## src/rtl/uart_loader_pkg.sv

```systemverilog
`default_nettype none
// ============================================================================
//  Module      : uart_loader_pkg
//  Description : Shared types and byte codes for the UART RAM loader.
//  Revision    : 1.0 - initial release
// ============================================================================
package uart_loader_pkg;

    // Loader FSM states.
    typedef enum logic [2:0] {
        ST_IDLE    = 3'd0,
        ST_ADDR_HI = 3'd1,
        ST_ADDR_LO = 3'd2,
        ST_CNT_HI  = 3'd3,
        ST_CNT_LO  = 3'd4,
        ST_DATA    = 3'd5,
        ST_WRITE   = 3'd6,
        ST_RESP    = 3'd7
    } state_t;

    // Command and response byte codes.
    localparam logic [7:0] CMD_WRITE = 8'hA5;
    localparam logic [7:0] CMD_RUN   = 8'hFF;
    localparam logic [7:0] RSP_ACK   = 8'h06;
    localparam logic [7:0] RSP_NAK   = 8'h15;

endpackage : uart_loader_pkg
`default_nettype wire

```

## src/rtl/uart_byte_fetch.sv

```systemverilog
`default_nettype none
// ============================================================================
//  Module      : uart_byte_fetch
//  Description : RX FIFO read handshake (one rdreq, capture next cycle) and
//                inter-byte idle timeout counter.
//  Revision    : 1.0 - initial release
// ============================================================================
module uart_byte_fetch
    import uart_loader_pkg::*;
#(
    parameter int TIMEOUT_CYC = 50000000
) (
    input  logic       clk,
    input  logic       rst,
    input  logic       want,
    input  logic       tmo_en,
    input  logic       rx_empty,
    input  logic [7:0] rx_q,
    output logic       rx_rdreq,
    output logic       byte_valid,
    output logic [7:0] data_byte,
    output logic       timeout
);

    localparam int CNT_W = $clog2(TIMEOUT_CYC + 1);

    logic             r_cap;
    logic [CNT_W-1:0] r_idle;

    // Timeout fires on the TIMEOUT_CYC-th consecutive cycle without a byte.
    // The >= keeps it asserted if it first lands in a non-fetching cycle.
    assign timeout    = tmo_en && !r_cap && (r_idle >= CNT_W'(TIMEOUT_CYC - 1));

    // No request in the capture cycle, so at most one byte per two cycles.
    // A request is also withheld when the packet is being aborted.
    assign rx_rdreq   = !rst && want && !rx_empty && !r_cap && !timeout;
    assign byte_valid = r_cap;
    assign data_byte  = rx_q;

    // Capture flag: FIFO output is valid the cycle after the read request.
    always_ff @(posedge clk) begin
        if (rst) r_cap <= 1'b0;
        else     r_cap <= rx_rdreq;
    end

    // Idle counter, cleared on every captured byte and outside packets.
    always_ff @(posedge clk) begin
        if (rst || !tmo_en || r_cap) r_idle <= '0;
        else if (!timeout)           r_idle <= r_idle + CNT_W'(1);
    end

endmodule : uart_byte_fetch
`default_nettype wire

```

## src/rtl/uart_loader.sv

```systemverilog
`default_nettype none
// ============================================================================
//  Module      : uart_loader
//  Description : Decodes WRITE/RUN commands from the RX FIFO, writes 32-bit
//                words into RAM, answers ACK/NAK via the TX FIFO and
//                releases the CORE with a sticky run flag.
//  Revision    : 1.0 - initial release
// ============================================================================
module uart_loader
    import uart_loader_pkg::*;
#(
    parameter int ADDR_W      = 13,
    parameter int TIMEOUT_CYC = 50000000
) (
    input  logic              clk,
    input  logic              rst,
    input  logic              rx_empty,
    input  logic [7:0]        rx_q,
    output logic              rx_rdreq,
    input  logic              tx_full,
    output logic [7:0]        tx_data,
    output logic              tx_wrreq,
    output logic [ADDR_W-1:0] ram_addr,
    output logic [31:0]       ram_data,
    output logic              ram_we,
    output logic              core_run,
    output logic              busy
);

    state_t              r_state;
    state_t              w_next;
    logic                w_want;
    logic                w_tmo_en;
    logic                w_set_resp;
    logic [7:0]          w_resp_val;
    logic                w_set_run;
    logic [7:0]          w_ok_resp;

    logic                w_byte_valid;
    logic [7:0]          w_byte;
    logic                w_timeout;
    logic [15:0]         w_half;

    logic [7:0]          r_hi;
    logic [ADDR_W-1:0]   r_wr_addr;
    logic [15:0]         r_cnt;
    logic [1:0]          r_bidx;
    logic [23:0]         r_word;
    logic [7:0]          r_resp;
    logic                r_run;

    uart_byte_fetch #(
        .TIMEOUT_CYC (TIMEOUT_CYC)
    ) u_fetch (
        .clk        (clk),
        .rst        (rst),
        .want       (w_want),
        .tmo_en     (w_tmo_en),
        .rx_empty   (rx_empty),
        .rx_q       (rx_q),
        .rx_rdreq   (rx_rdreq),
        .byte_valid (w_byte_valid),
        .data_byte  (w_byte),
        .timeout    (w_timeout)
    );

    // Big-endian 16-bit field from the stored high byte and the current byte;
    // only the low ADDR_W bits of an address are kept.
    assign w_half    = {r_hi, w_byte};
    // While the CORE owns RAM a completed WRITE is refused.
    assign w_ok_resp = r_run ? RSP_NAK : RSP_ACK;

    assign ram_we   = (r_state == ST_WRITE) && !r_run;
    assign tx_wrreq = (r_state == ST_RESP) && !tx_full;
    assign tx_data  = r_resp;
    assign busy     = (r_state != ST_IDLE);
    assign core_run = r_run;
    assign w_tmo_en = (r_state != ST_IDLE) && (r_state != ST_RESP);

    // State register.
    always_ff @(posedge clk) begin
        if (rst) r_state <= ST_IDLE;
        else     r_state <= w_next;
    end

    // Next-state decode, byte demand and response selection.
    always_comb begin
        w_next     = r_state;
        w_want     = 1'b0;
        w_set_resp = 1'b0;
        w_resp_val = RSP_NAK;
        w_set_run  = 1'b0;
        case (r_state)
            ST_IDLE: begin
                w_want = 1'b1;
                if (w_byte_valid) begin
                    if (w_byte == CMD_WRITE) begin
                        w_next = ST_ADDR_HI;
                    end else if (w_byte == CMD_RUN) begin
                        w_set_run  = 1'b1;
                        w_set_resp = 1'b1;
                        w_resp_val = RSP_ACK;
                        w_next     = ST_RESP;
                    end else begin
                        w_set_resp = 1'b1;
                        w_resp_val = RSP_NAK;
                        w_next     = ST_RESP;
                    end
                end
            end
            ST_ADDR_HI: begin
                w_want = 1'b1;
                if (w_byte_valid) w_next = ST_ADDR_LO;
            end
            ST_ADDR_LO: begin
                w_want = 1'b1;
                if (w_byte_valid) w_next = ST_CNT_HI;
            end
            ST_CNT_HI: begin
                w_want = 1'b1;
                if (w_byte_valid) w_next = ST_CNT_LO;
            end
            ST_CNT_LO: begin
                w_want = 1'b1;
                if (w_byte_valid) begin
                    if (w_half == 16'd0) begin
                        w_set_resp = 1'b1;
                        w_resp_val = w_ok_resp;
                        w_next     = ST_RESP;
                    end else begin
                        w_next = ST_DATA;
                    end
                end
            end
            ST_DATA: begin
                w_want = 1'b1;
                if (w_byte_valid && (r_bidx == 2'd3)) w_next = ST_WRITE;
            end
            ST_WRITE: begin
                if (r_cnt == 16'd1) begin
                    w_set_resp = 1'b1;
                    w_resp_val = w_ok_resp;
                    w_next     = ST_RESP;
                end else begin
                    w_next = ST_DATA;
                end
            end
            ST_RESP: begin
                if (!tx_full) w_next = ST_IDLE;
            end
            default: w_next = ST_IDLE;
        endcase
        // A stalled packet is abandoned with a NAK; WRITE completes first.
        if (w_timeout && (r_state != ST_WRITE)) begin
            w_set_resp = 1'b1;
            w_resp_val = RSP_NAK;
            w_next     = ST_RESP;
        end
    end

    // Datapath: header fields, word assembly, RAM outputs, response, run flag.
    always_ff @(posedge clk) begin
        if (rst) begin
            r_hi      <= '0;
            r_wr_addr <= '0;
            r_cnt     <= '0;
            r_bidx    <= '0;
            r_word    <= '0;
            r_resp    <= '0;
            r_run     <= 1'b0;
            ram_addr  <= '0;
            ram_data  <= '0;
        end else begin
            if (w_set_resp) r_resp <= w_resp_val;
            if (w_set_run)  r_run  <= 1'b1;
            if (w_byte_valid) begin
                case (r_state)
                    ST_ADDR_HI, ST_CNT_HI: r_hi <= w_byte;
                    ST_ADDR_LO:            r_wr_addr <= w_half[ADDR_W-1:0];
                    ST_CNT_LO: begin
                        r_cnt  <= w_half;
                        r_bidx <= 2'd0;
                    end
                    ST_DATA: begin
                        r_bidx <= r_bidx + 2'd1;
                        case (r_bidx)
                            2'd0: r_word[7:0]   <= w_byte;
                            2'd1: r_word[15:8]  <= w_byte;
                            2'd2: r_word[23:16] <= w_byte;
                            default: begin
                                // Outputs only move when a write will follow,
                                // so they stay put between real writes.
                                if (!r_run) begin
                                    ram_addr <= r_wr_addr;
                                    ram_data <= {w_byte, r_word};
                                end
                            end
                        endcase
                    end
                    default: ;
                endcase
            end
            if (r_state == ST_WRITE) begin
                r_wr_addr <= r_wr_addr + ADDR_W'(1);
                r_cnt     <= r_cnt - 16'd1;
            end
        end
    end

endmodule : uart_loader
`default_nettype wire

```

## config.mk

```make
export PLATFORM = sky130hd
export DESIGN_NAME = uart_loader
export DESIGN_NICKNAME = d
export VERILOG_FILES = /design/src/rtl/uart_loader_pkg.sv /design/src/rtl/uart_byte_fetch.sv /design/src/rtl/uart_loader.sv
export SDC_FILE = /design/constraint.sdc
export NUM_CORES = 1
export LEC_CHECK = 0
export BUFFER_PORTS_ARGS = -buffer_cell sky130_fd_sc_hd__buf_2
export CAP_MARGIN = 20
export CORE_MARGIN = 5
export CORE_UTILIZATION = 55
export DETAILED_ROUTE_END_ITERATION = 8
export PLACE_DENSITY = 0.72
export SLEW_MARGIN = 20
export SYNTH_ARGS = -nofsm -noshare
export SYNTH_HDL_FRONTEND = slang
export SYNTH_HIERARCHICAL = 1
export SYNTH_SLANG_ARGS = --single-unit
```

## constraint.sdc

```tcl
create_clock -name clk -period 4.11 [get_ports clk]
set_clock_uncertainty 0.1 [all_clocks]
set_input_delay 0.2055 -clock clk [delete_from_list [all_inputs] [get_ports clk]]
set_output_delay 0.2055 -clock clk [all_outputs]
set_load 0.01 [all_outputs]
```

==> impl_summary.md <==
Timing
The count of final hold-check violations is 0. The final period demand of the worst path is 3.47 ns. The setup violation total in the final timing report is 0. For the pin with the worst max-slew slack, the measured transition is 1.06 ns. The sum of negative setup slack is 0 ns. The timing-limited maximum frequency is roughly 290 MHz. The number of max-slew violations in the final report is 0. The final critical path takes up 84.5% of the cycle. Setup repair after global routing left no endpoint under its margin. The headroom to the max-slew limit is 28.8%.

Worst hold path
Counting instances, the worst hold path has a depth of 3. The worst hold path belongs to the class input pin to flip-flop. In this run the most critical hold path is launched from rx_q[1]. The path with the worst hold slack has its endpoint at ram_data[25].

Setup path
Tracing the worst setup path back leads to its startpoint at u_fetch/r_idle[0]. The worst setup path is captured at an output port. The kind of start point of the critical path is a flip-flop. The data arrival time of the critical path is 3.17 ns.

In this run the worst path has a maximum fanout of 19. The critical path is of the flip-flop to output port type. The terminus of the critical flop-to-flop path is u_fetch/r_idle[23]. The startpoint identified for the worst register-to-register timing path is u_fetch/r_idle[0]. For the worst flop-to-flop path, the logic depth is 8. Data on the critical path is required at its endpoint by 3.80 ns. Across all register-to-register paths, the minimum setup slack is 1.24 ns.

Logic synthesis
The most used flip-flop cell after synthesis is dfxtp_1. The number of flops mapped to enable cells by yosys is 0. The cell area after technology mapping is 6610 µm². The fraction of synthesis flops using an asynchronous set or reset pin is 0%. The sequential share of the synthesized area is 43.0%.

After technology mapping, the gate count stands at 846. The mean cell area of the mapped netlist is 7.81 µm². The number of synthesis warnings is 6. Counting flops and latches in the post-synthesis netlist gives 142. The number of different library cells used by synthesis comes to 69.

Clock tree
The total number of clock tree sinks is 142. TritonCTS built the clock tree. In this run the deepest clock path goes through 2 buffers. Gates resized during post-CTS repair numbered 0. The H-tree level count is 4. The clock root buffer is clkbuf_16. Clock latency on the worst-skew pair, taken at its later pin, is 0.42 ns. The number of buffers added by the clock tree synthesis step is 17. After clock tree synthesis, the clock-pin slew on the worst setup and hold paths is 0.06 ns.

Drt
The first-pass iteration count of the detailed router is 5. The number of DRC violations after detailed routing is 0. In this run the remaining antenna-violating nets after routing total 0. The detail-routed net length per standard cell is about 16 µm. The final layout contains routed wiring with a total length of 16,500 µm.

The first-iteration detailed-routing DRC count is 538. Dividing the detail-routed via count by the number of cells gives 5.98. The final route contains between 6,000 and 7,000 vias.

GRT
The initial antenna violation count came to 0. The total global-route track usage is 23.1%. After global routing the overflow that remains totals 0. The wire length of the first global-routing pass is around 27,000 µm.

The number of global-route vias before repair is 5,720. Entering global routing, the biggest net connects 65 pins.

Die
The starting density of the core is 55.5%. The area enclosed by the die boundary is 14,300 µm². The count of standard-cell rows is 40. The core area is 11,900 µm².

The count of boundary I/O pins is 70. From left edge to right edge, the die measures 120 µm. The die span in y is 120 µm.

Layout
The layout net count is 892. Cells fill between 60% and 70% of the core in the end. The fraction of layout instances using a drive strength above 1 is 13.4%. The final cell count without fillers is 1,030. The finished layout cell area is 7450 µm². 0 antenna diodes ended up in the layout. The area added between synthesis and finish is 12.7%.

Status
The run finished with clean final reports.

Run
The max-capacitance violation count is 0.

Place
The instance count after placement with tap cells included is 999. Detailed placement finished with a half-perimeter wire length of 11,000 µm. In this run the tool buffered the top-level ports with 65 buffer cells. The total placed instance area is 6860 µm².

The weighted congestion at the end of routability-driven global placement is 0.818.

Pwr
The power per cell area is 422 nW/µm². Across the VDD grid, the largest voltage drop is 0.290 mV. Summed over all cells, the static leakage comes to 2.77 nW.
synth_stat cells (6+ instances only):
library cell | instances | area, µm²
nand2_1 | 155 | 582
dfxtp_1 | 142 | 2840
a21oi_1 | 104 | 521
nor2_1 | 76 | 285
clkbuf_1 | 46 | 173
nand3_1 | 42 | 210
o21ai_0 | 41 | 205
nor3_1 | 17 | 85.1
xor2_1 | 15 | 131
inv_1 | 14 | 52.6
buf_4 | 13 | 97.6
nor4_1 | 12 | 75.1
nand4_1 | 11 | 68.8
mux2i_1 | 10 | 100
o211ai_1 | 9 | 67.6
buf_2 | 8 | 40.0
ha_1 | 8 | 100
or3_1 | 7 | 43.8
a31oi_1 | 6 | 37.5
and2_1 | 6 | 37.5
and3_1 | 6 | 37.5
nand2b_1 | 6 | 37.5
or4_1 | 6 | 45.0
logic make-up after synthesis:
family / synth area share [%]
and+or+nand+nor: 26.0
AOI/OAI and AO/OA: 20.0
DFF: 43.0
buffers and inverters: 5.77
xor gates and xnor gates: 2.12
muxes: 1.51
adders and majority gates: 1.51
other: 0.0567
power by group:
part           internal [mW]  total, mW  switching [mW]
logic                 0.0709      0.213           0.142
registers               1.39       1.42          0.0295
clock network          0.941       1.51           0.569
total                   2.41       3.15           0.741
final cells by class:
cell class / instances / area [µm²]
Fill cell: 1091 / 4460
Tap cell: 147 / 184
Sequential cell: 142 / 2840
Clock buffer: 18 / 429
Clock inverter: 12 / 146
Multi-Input combinational cell: 623 / 3400
Inverter: 14 / 52.6
Timing Repair Buffer: 74 / 398
critical path: stages (launching register included):
cell and delay (ns):
dfxtp_1 0.35, ha_1 0.25, nand4_1 0.18, o211ai_1 0.20, a211oi_4 0.65, nor3_2 0.19
buf_4 0.24, nor4_1 0.45, buf_2 0.23
repair_timing:
item | CTS | global route
hold endpoints to repair | 1 | 0
hold buffers | 1 | 0
setup buffers | 0 | 0
worst max-delay path by stage:
| stage | end | slack [ns] | cells past startpoint |
|---|---|---|---|
| after floorplan | tx_data[0] | 1.73 | 10 |
| after global placement | rx_rdreq | 1.23 | 8 |
| after detailed placement | rx_rdreq | 1.16 | 8 |
| after CTS | rx_rdreq | 0.64 | 8 |
| after global routing | rx_rdreq | 0.43 | 8 |
| final | rx_rdreq | 0.64 | 8 |
cells in the final DEF, fill, tap and decap left out, types with 3 or more instances in the layout:
cell type   netlist  routed
a31oi_1           6       6
clkinv_2          0       5
clkinvlp_4        0       3
a22o_1            5       5
or2_2             5       5
nand2_1         155     155
nand2b_1          6       6
bufinv_16         0       3
nor2b_1           3       3
xor2_1           15      15
nand4_1          11      11
clkbuf_16         0      17
and4_1            3       3
o211ai_1          9       9
and2_1            6       6
ha_1              8       8
conb_1            1       4
nor3_1           17      17
or3_1             7       7
buf_2             8      64
a21oi_1         104     104
a22oi_1           5       5
mux2i_1          10      10
buf_4            13       9
nor2_1           76      76
or4_1             6       6
nor4_1           12      12
inv_1            14      14
o21ai_0          41      41
o2111ai_1         3       3
o31ai_1           3       3
o21bai_1          3       3
and3_1            6       6
nand3b_1          3       3
a211oi_1          5       5
nand3_1          42      42
dfxtp_1         142     142
o21a_1            3       3
through the flow:
step                      setup slack, ns  power (mW)  hold WS, ns
after floorplan                      1.73        1.61        0.184
after detailed placement             1.16        1.66        0.317
after global routing                0.433        3.27       0.0492
final                               0.639        3.15       0.0425
after global placement               1.23        1.65        0.316
after CTS                           0.639        3.16       0.0320
registers in the layout, summed over array words and instances (netlist names):
signal / flops
r_state: 3
u_fetch/byte_valid: 1
r_bidx: 2
r_cnt: 16
core_run: 1
r_hi: 8
tx_data: 3
ram_data: 32
ram_addr: 13
r_word: 24
r_wr_addr: 13
u_fetch/r_idle: 26
per-layer routing:
metal | GRT usage [%] | wire, µm
met1 | 29.3 | 7150
met2 | 38.4 | 7940
met3 | 6.03 | 1150
met4 | 7.87 | 282
met5 | 0 | 0
No activity file was read; power rests on OpenSTA's default activity.
